## src/rtl/bcd_pkg.sv

```systemverilog
// Shared types and constant helpers for the packed-BCD modulo counter.
// to_bcd folds at elaboration to build the wrap constant; bcd_valid checks digits.
// No ports: package only.
package bcd_pkg;

  typedef logic [3:0] bcd_digit_t;

  localparam bcd_digit_t BCD_MAX     = 4'd9;
  localparam int         BCD_MAX_DIG = 4;

  // Widest supported word; narrower counters use the low 4*NDIG bits.
  typedef logic [4*BCD_MAX_DIG-1:0] bcd_word_t;

  // Binary integer to packed BCD, digit 0 in [3:0].
  function automatic bcd_word_t to_bcd(input int val);
    bcd_word_t r;
    int        v;
    r = '0;
    v = val;
    for (int i = 0; i < BCD_MAX_DIG; i++) begin
      r[4*i +: 4] = 4'(v % 10);
      v           = v / 10;
    end
    return r;
  endfunction

  // True when every one of the low ndig digits is a legal decimal digit.
  function automatic logic bcd_valid(input bcd_word_t val, input int ndig);
    logic ok;
    ok = 1'b1;
    for (int i = 0; i < BCD_MAX_DIG; i++) begin
      if (i < ndig && val[4*i +: 4] > BCD_MAX) ok = 1'b0;
    end
    return ok;
  endfunction

endpackage

```

## src/rtl/bcd_digit.sv

```systemverilog
// One decade of the BCD counter: combinational next-digit and carry/borrow.
// Ports: d (current digit), ci (step this decade), dn (0=up, 1=down), max_dig
// (top digit value), q (next digit), co (ci while d sits at max_dig up / 0 down).
module bcd_digit
  import bcd_pkg::*;
(
  input  logic [3:0] d,
  input  logic       ci,
  input  logic       dn,
  input  logic [3:0] max_dig,
  output logic [3:0] q,
  output logic       co
);

  logic at_edge;

  assign at_edge = dn ? (d == 4'd0) : (d == max_dig);
  assign co      = ci & at_edge;

  always_comb begin
    q = d;
    if (ci) begin
      if (at_edge) q = dn ? max_dig : 4'd0;
      else         q = dn ? (d - 4'd1) : (d + 4'd1);
    end
  end

endmodule

```

## src/rtl/bcd_mod_counter.sv

```systemverilog
// Packed-BCD up/down counter over 0..MOD-1 across NDIG decades; CA chains to the next EN.
// Ports: CLK, RST (sync, high), EN, CLR, DN, LD, LD_VAL in; Q (registered), CA (comb), LD_ERR out.
// Optional load path enabled by macro BCD_MOD_CNT_LOAD_EN; otherwise LD/LD_VAL ignored, LD_ERR stays 0.
module bcd_mod_counter
  import bcd_pkg::*;
#(
  parameter int NDIG = 2,
  parameter int MOD  = 60
)(
  input  logic              CLK,
  input  logic              RST,
  input  logic              EN,
  input  logic              CLR,
  input  logic              DN,
  input  logic              LD,
  input  logic [4*NDIG-1:0] LD_VAL,
  output logic [4*NDIG-1:0] Q,
  output logic              CA,
  output logic              LD_ERR
);

  localparam int           W           = 4*NDIG;
  localparam bcd_word_t    MOD_M1_FULL = to_bcd(MOD - 1);
  localparam logic [W-1:0] MOD_M1      = MOD_M1_FULL[W-1:0];

  if (NDIG < 1 || NDIG > 4) begin : g_bad_ndig
    $error("bcd_mod_counter: NDIG=%0d outside 1..4", NDIG);
  end
  if (MOD < 2 || MOD > 10**NDIG) begin : g_bad_mod
    $error("bcd_mod_counter: MOD=%0d outside 2..10**NDIG", MOD);
  end

  logic [W-1:0]  q_q, q_d;
  logic [W-1:0]  cnt_step;
  logic [NDIG:0] c;
  logic          ld_err_q, ld_err_d;
  logic          at_top, at_zero, wrap;
  logic          ld_eff, ld_ok;

  // Plain decimal ripple; the modulo wrap below overrides it at MOD-1 / 0.
  assign c[0] = 1'b1;
  for (genvar i = 0; i < NDIG; i++) begin : g_dig
    bcd_digit u_dig (
      .d       (q_q[4*i +: 4]),
      .ci      (c[i]),
      .dn      (DN),
      .max_dig (BCD_MAX),
      .q       (cnt_step[4*i +: 4]),
      .co      (c[i+1])
    );
  end

  // Top-decade carry is subsumed by the wrap compare.
  logic unused_top_co;
  assign unused_top_co = c[NDIG];

  assign at_top  = (q_q == MOD_M1);
  assign at_zero = (q_q == '0);
  assign wrap    = DN ? at_zero : at_top;

`ifdef BCD_MOD_CNT_LOAD_EN
  assign ld_eff = LD;
  // Valid BCD preserves numeric order, so a plain compare against MOD-1 works.
  assign ld_ok  = bcd_valid(bcd_word_t'(LD_VAL), NDIG) && (LD_VAL <= MOD_M1);
`else
  assign ld_eff = 1'b0;
  assign ld_ok  = 1'b0;
  logic unused_ld;
  assign unused_ld = LD ^ (^LD_VAL);
`endif

  // Combinational so a cascaded stage advances on the same edge.
  assign CA = EN & ~CLR & ~ld_eff & wrap;

  always_comb begin
    q_d      = q_q;
    ld_err_d = 1'b0;
    if (CLR) begin
      q_d = '0;
    end else if (ld_eff) begin
      if (ld_ok) begin
        q_d = LD_VAL;
      end else begin
        q_d      = '0;
        ld_err_d = 1'b1;
      end
    end else if (EN) begin
      if (wrap) q_d = DN ? MOD_M1 : '0;
      else      q_d = cnt_step;
    end
  end

  always_ff @(posedge CLK) begin
    if (RST) begin
      q_q      <= '0;
      ld_err_q <= 1'b0;
    end else begin
      q_q      <= q_d;
      ld_err_q <= ld_err_d;
    end
  end

  assign Q      = q_q;
  assign LD_ERR = ld_err_q;

  a_q_in_range: assert property (@(posedge CLK) disable iff (RST)
    bcd_valid(bcd_word_t'(q_q), NDIG) && (q_q <= MOD_M1));

endmodule

```

## config.mk

```make
export PLATFORM = sky130hd
export DESIGN_NAME = bcd_mod_counter
export DESIGN_NICKNAME = d
export VERILOG_FILES = /design/src/rtl/bcd_pkg.sv /design/src/rtl/bcd_digit.sv /design/src/rtl/bcd_mod_counter.sv
export SDC_FILE = /design/constraint.sdc
export NUM_CORES = 1
export LEC_CHECK = 0
export CORE_AREA = 2 2 54 56
export CTS_CLUSTER_SIZE = 25
export DETAILED_ROUTE_END_ITERATION = 12
export DIE_AREA = 0 0 56 58
export DONT_BUFFER_PORTS = 1
export SLEW_MARGIN = 20
export SYNTH_ARGS = -nofsm -noshare
export SYNTH_HDL_FRONTEND = slang
export SYNTH_SLANG_ARGS = --single-unit
```

## constraint.sdc

```tcl
create_clock -name CLK -period 5.2 [get_ports CLK]
set_input_delay 1.04 -clock CLK [delete_from_list [all_inputs] [get_ports CLK]]
set_output_delay 1.04 -clock CLK [all_outputs]
set_load 0.03 [all_outputs]
```

== Word level (Yosys, flattened, before mapping) ==
Cells that the tools add are included.
Widths: inputs -> output; s select.

* Reduce and logical (&&, ||, !) cells: 6
* Bitwise operators: 3
* Equal/unequal tests: 3
* Add/sub/neg operators: 4
* Mux-type cells: 11

{| class="wikitable"
|+ Operators with widths
! operator !! count
|-
| $mux 4 || 6
|-
| $add 4x1->4 const B || 2
|-
| $eq 4x4->1 const B || 2
|-
| $eq 8x7->1 const B || 1
|-
| $logic_not 4->1 || 2
|-
| $logic_not 8->1 || 1
|-
| $mux 8 || 1
|-
| $sub 4x1->4 const B || 2
|-
| $mux 7 || 1
|-
| $mux 1 || 3
|-
| $and 1x1->1 || 2
|-
| $reduce_and 2->1 || 1
|-
| $reduce_bool 2->1 || 1
|-
| $reduce_or 2->1 || 1
|-
| $not 1->1 || 1
|}

* Bits in registers: 8
* Input port bits: 14
* Output and inout bits: 10
* Logic and storage cells: 29

== Longest topological paths before layout ==
* Depth after elaboration: 5
* Depth in mapped cells: 6
* Depth with buffers taken out: 6

== Modules after synthesis ==
A second synthesis with hierarchy kept.

* Cells, all modules: 119
* Area total of the unflattened synthesis: 987.2 um^2

{| class="wikitable"
|+ By module, submodules not included
! module !! sequential area each (um^2) !! area each (um^2) !! times used !! cells each
|-
| bcd_digit || 0.0 || 272.8 || 2 || 34
|-
| bcd_mod_counter || 160.2 || 441.7 || 1 || 51
|}

== Least setup slack after synthesis ==
OpenSTA, ideal clock, no wires.

* Path kind: input to output
* Start: input port DN
* End: output port CA
* Arrival: 2238 ps
* Stages on the path: 4
* Required time: 4160 ps
* Buffers on the path: 0
* Setup slack: 1922 ps
* Cell sequence: nand2b_1 > nor4b_4 > o21ai_1 > nor3b_1

* Word-level cells in the longest chain between the ends: 2

{| class="wikitable"
|+ RTL lines
! what !! line !! RTL
|-
| from (decl) || bcd_mod_counter.sv:14 || <nowiki>input logic DN,</nowiki>
|-
| $mux 1 || bcd_mod_counter.sv:59 || <nowiki>assign wrap = DN ? at_zero : at_top;</nowiki>
|-
| $and 1x1->1 || bcd_mod_counter.sv:73 || <nowiki>assign CA = EN & ~CLR & ~ld_eff & wrap;</nowiki>
|-
| to (decl) || bcd_mod_counter.sv:18 || <nowiki>output logic CA,</nowiki>
|}

Every way passes these cells.

== Worst setup path after layout ==
* Start: register q_q[3], in the netlist Q[3]
* End: output port CA

* Word-level cells in the longest chain between the ends: 3
* Elaborated cells on any way between the ends: 4
* Those cells by class: eq/ne: 1; mux: 1; bitwise: 1; reduce/logical: 1

{| class="wikitable"
|+ RTL lines
! what !! line !! RTL
|-
| from (decl) || bcd_mod_counter.sv:33 || <nowiki>logic [W-1:0] q_q, q_d;</nowiki>
|-
| from (signal assigned) || bcd_mod_counter.sv:98 || <nowiki>q_q <= q_d;</nowiki>
|-
| $eq 8x7->1 / $logic_not 8->1 (equally long branches) || bcd_mod_counter.sv:57, bcd_mod_counter.sv:58 ||
|-
| $mux 1 (*) || bcd_mod_counter.sv:59 ||
|-
| $and 1x1->1 (*) || bcd_mod_counter.sv:73 ||
|}

Mark *: on every way between the ends. The rest lies on a longest branch, timed or not.

==> metrics.txt <==
Layout Cells excl Fill 115; Max VDD drop 149.8 uV; Hold EP Q[2]; R2R Path Start Q[5]; depth of the most critical reg-to-reg path 6; Place WS 1.791 ns; Reg clk slew, reported paths 0.06 ns; hold-fix buffers at CTS 0; Netlist Area Pre-Place 745.7 um2; CP Launch Type flop; Syn Nets 107; Final Cycle Share 0.6637; Placed Instance Area 750.7 um2; Post-Syn Area per Cell 8.571 um2; Hold Path Stages 2; Final min period 3.451 ns; Die ar. 0.003248 mm2; total CTS buffers 3; Fin Clk Skew 0.002984 ns; initial antenna violation count 0; final instance area 773.2 um2; global-route wire length before repair 2497 um; RSZ-0062 raised after global routing no; Max Buffers Root-to-Sink 2; area grow syn2layout 3.691%; Avg WL per Cell 12.35 um; DR pass1 iterations 4; worst setup margin 1.749 ns; status completed; max_cap viols 0; vias per cell 5.061; Antenna Violating Nets Remaining 0; YS warnings 0; Residual DRC 0; Worst R2R End Q[7]; Syn Inst Count 87; Worst Path Max Fanout 12; WP data arrival 2.41 ns; post-CTS setup repair buffer count 0; Slew @ Worst Pin 0.9432 ns; placeable core area 0.002663 mm2; Ports 24; setup TNS 0 ns; row count 19; dpl hpwl 1052 um; GR Util All Layers 0.09338; Clk Latency, worst-skew pair 0.25 ns; vias in the first global route 578; hold path start Q[2]; pwr dens 204.5 mW/mm2; Die X 56 um; leading area contributor after synthesis dfxtp_1; Slew headroom 0.3698; post-synth cell types 38; overflow left after global routing 0; Final Hold Fails 0; CP Class reg2out; top cell type's share of synthesized area 0.2148; sequential share of the synthesized area 0.2148; port buffer count 0; max FFs per register 8; hold crit path type reg2reg; gpl congestion 0.7798; setup violators final 0; Core Util, Final 0.2904; drt total wl 1420 um; Max Clock Freq 289.8 MHz; root buffer selected by CTS clkbuf_4; Iteration-0 DRC Markers 10; CTS tree done; pin count of the biggest net entering global routing 21; initial core utilization 0.2801; detailed-route via count 582; Post-CTS Resized 0; Crit. End Element output port; FF-to-FF setup slack 3.15 ns; FF+latch count, synth 8; layout cells sized above 1 0.1190; Max Slew Vio Count 0; cell count after placement 112; CTS Sinks 8; largest cells by area after synthesis dfxtp_1 21%, ha_1 6.7%, mux2i_1 6.7%, nor4b_4 6.4%, nor2_1 5.5%; H-tree Lvls 1; Nets 106; Required @ worst endpoint 4.16 ns; die height 58 um; ANT cells 0; Pleak 0.3187 nW
==> cells by family (layout without fill, tap and decap cells) <==
family | Yosys count | after routing | share of synthesized area
XOR/XNOR | 5 | 5 | 0.05872
multiplexers | 5 | 5 | 0.06712
adder cells (fa/ha/maj) | 6 | 6 | 0.1208
AO/OA/AOI/OAI | 19 | 19 | 0.1712
buffers and inverters | 7 | 4 | 0.05031
flip-flops | 8 | 8 | 0.2148
AND/OR/NAND/NOR | 36 | 36 | 0.3121
other | 1 | 1 | 0.005029
==> layout by cell type (no fill, tap or decap), types with 2 or more instances in the layout <==
| cell | n |
|---|---|
| ha_1 | 4 |
| nand2b_1 | 4 |
| nor4b_4 | 2 |
| nor4_1 | 2 |
| nor3b_1 | 2 |
| o21ai_1 | 2 |
| mux2i_1 | 5 |
| a21oi_2 | 2 |
| o21ai_0 | 2 |
| a21oi_1 | 4 |
| dfxtp_1 | 8 |
| nor2_1 | 11 |
| fa_1 | 2 |
| nor3_1 | 2 |
| nand2_1 | 5 |
| xnor2_1 | 4 |
| clkbuf_4 | 3 |
| a21o_1 | 2 |
==> per-stage QoR <==
stage               hold slack [ns]  power [mW]
floorplan                    0.6379      0.1091
global placement             0.6676      0.1106
detailed placement           0.7017      0.1119
CTS                          0.7095      0.1592
global route                 0.7749      0.1678
finish                       0.6950      0.1581
==> where the power goes <==
group | internal [mW] | switching (mW) | leakage (nW)
Combinational | 0.0178 | 0.0183 | 0.240
Sequential | 0.0637 | 0.0104 | 0.0651
Clock | 0.0264 | 0.0215 | 0.0138
==> how the worst max path moves through the flow <==
| stage | start | cells after the start | to | slack, ns |
|---|---|---|---|---|
| 6_report | Q[3] | 4 | CA | 1.75 |
| 5_1_grt | Q[3] | 4 | CA | 1.59 |
| 4_1_cts | Q[3] | 4 | CA | 1.74 |
| 3_5_place_dp | DN | 4 | CA | 1.79 |
| 3_3_place_gp | DN | 4 | CA | 1.82 |
| 2_1_floorplan | DN | 4 | CA | 1.92 |
==> layout make-up <==
cell class | count | area (um2)
tap | 31 | 38.79
inverter | 1 | 3.754
clock buffer | 3 | 22.52
multi-input combinational | 72 | 548.0
sequential | 8 | 160.2
fill | 296 | 1889
==> worst max-delay path, stage by stage (launching register included) <==
cell and delay (ns):
dfxtp_1 0.69, nand3_1 0.22, nor4b_4 0.28, o21ai_1 0.17
nor3b_1 0.79
==> cell usage after synthesis <==
library cell,instances
nor2_1,11
dfxtp_1,8
mux2i_1,5
nand2_1,5
a21oi_1,4
ha_1,4
nand2b_1,4
xnor2_1,4
buf_2,3
a21o_1,2
a21oi_2,2
buf_4,2
fa_1,2
nor3_1,2
nor3b_1,2
nor4_1,2
nor4b_4,2
o21ai_0,2
o21ai_1,2
a211oi_1,1
a22o_1,1
a31oi_1,1
a41o_2,1
and3_1,1
and3b_1,1
and4b_1,1
clkbuf_1,1
conb_1,1
inv_1,1
nand3_1,1
nand3_2,1
nand3b_1,1
o21a_1,1
o21bai_1,1
o22ai_1,1
or2_1,1
or2_4,1
xor2_1,1
==> layer usage <==
metal	GRT usage	vias to the layer above	routed length, um
met4	0.04082	0	0
met3	0.02232	0	65
met2	0.1546	12	705
li1	-	305	-
met1	0.1163	265	649
met5	0	-	0
Note: power is estimated with default switching activity, not from simulation.
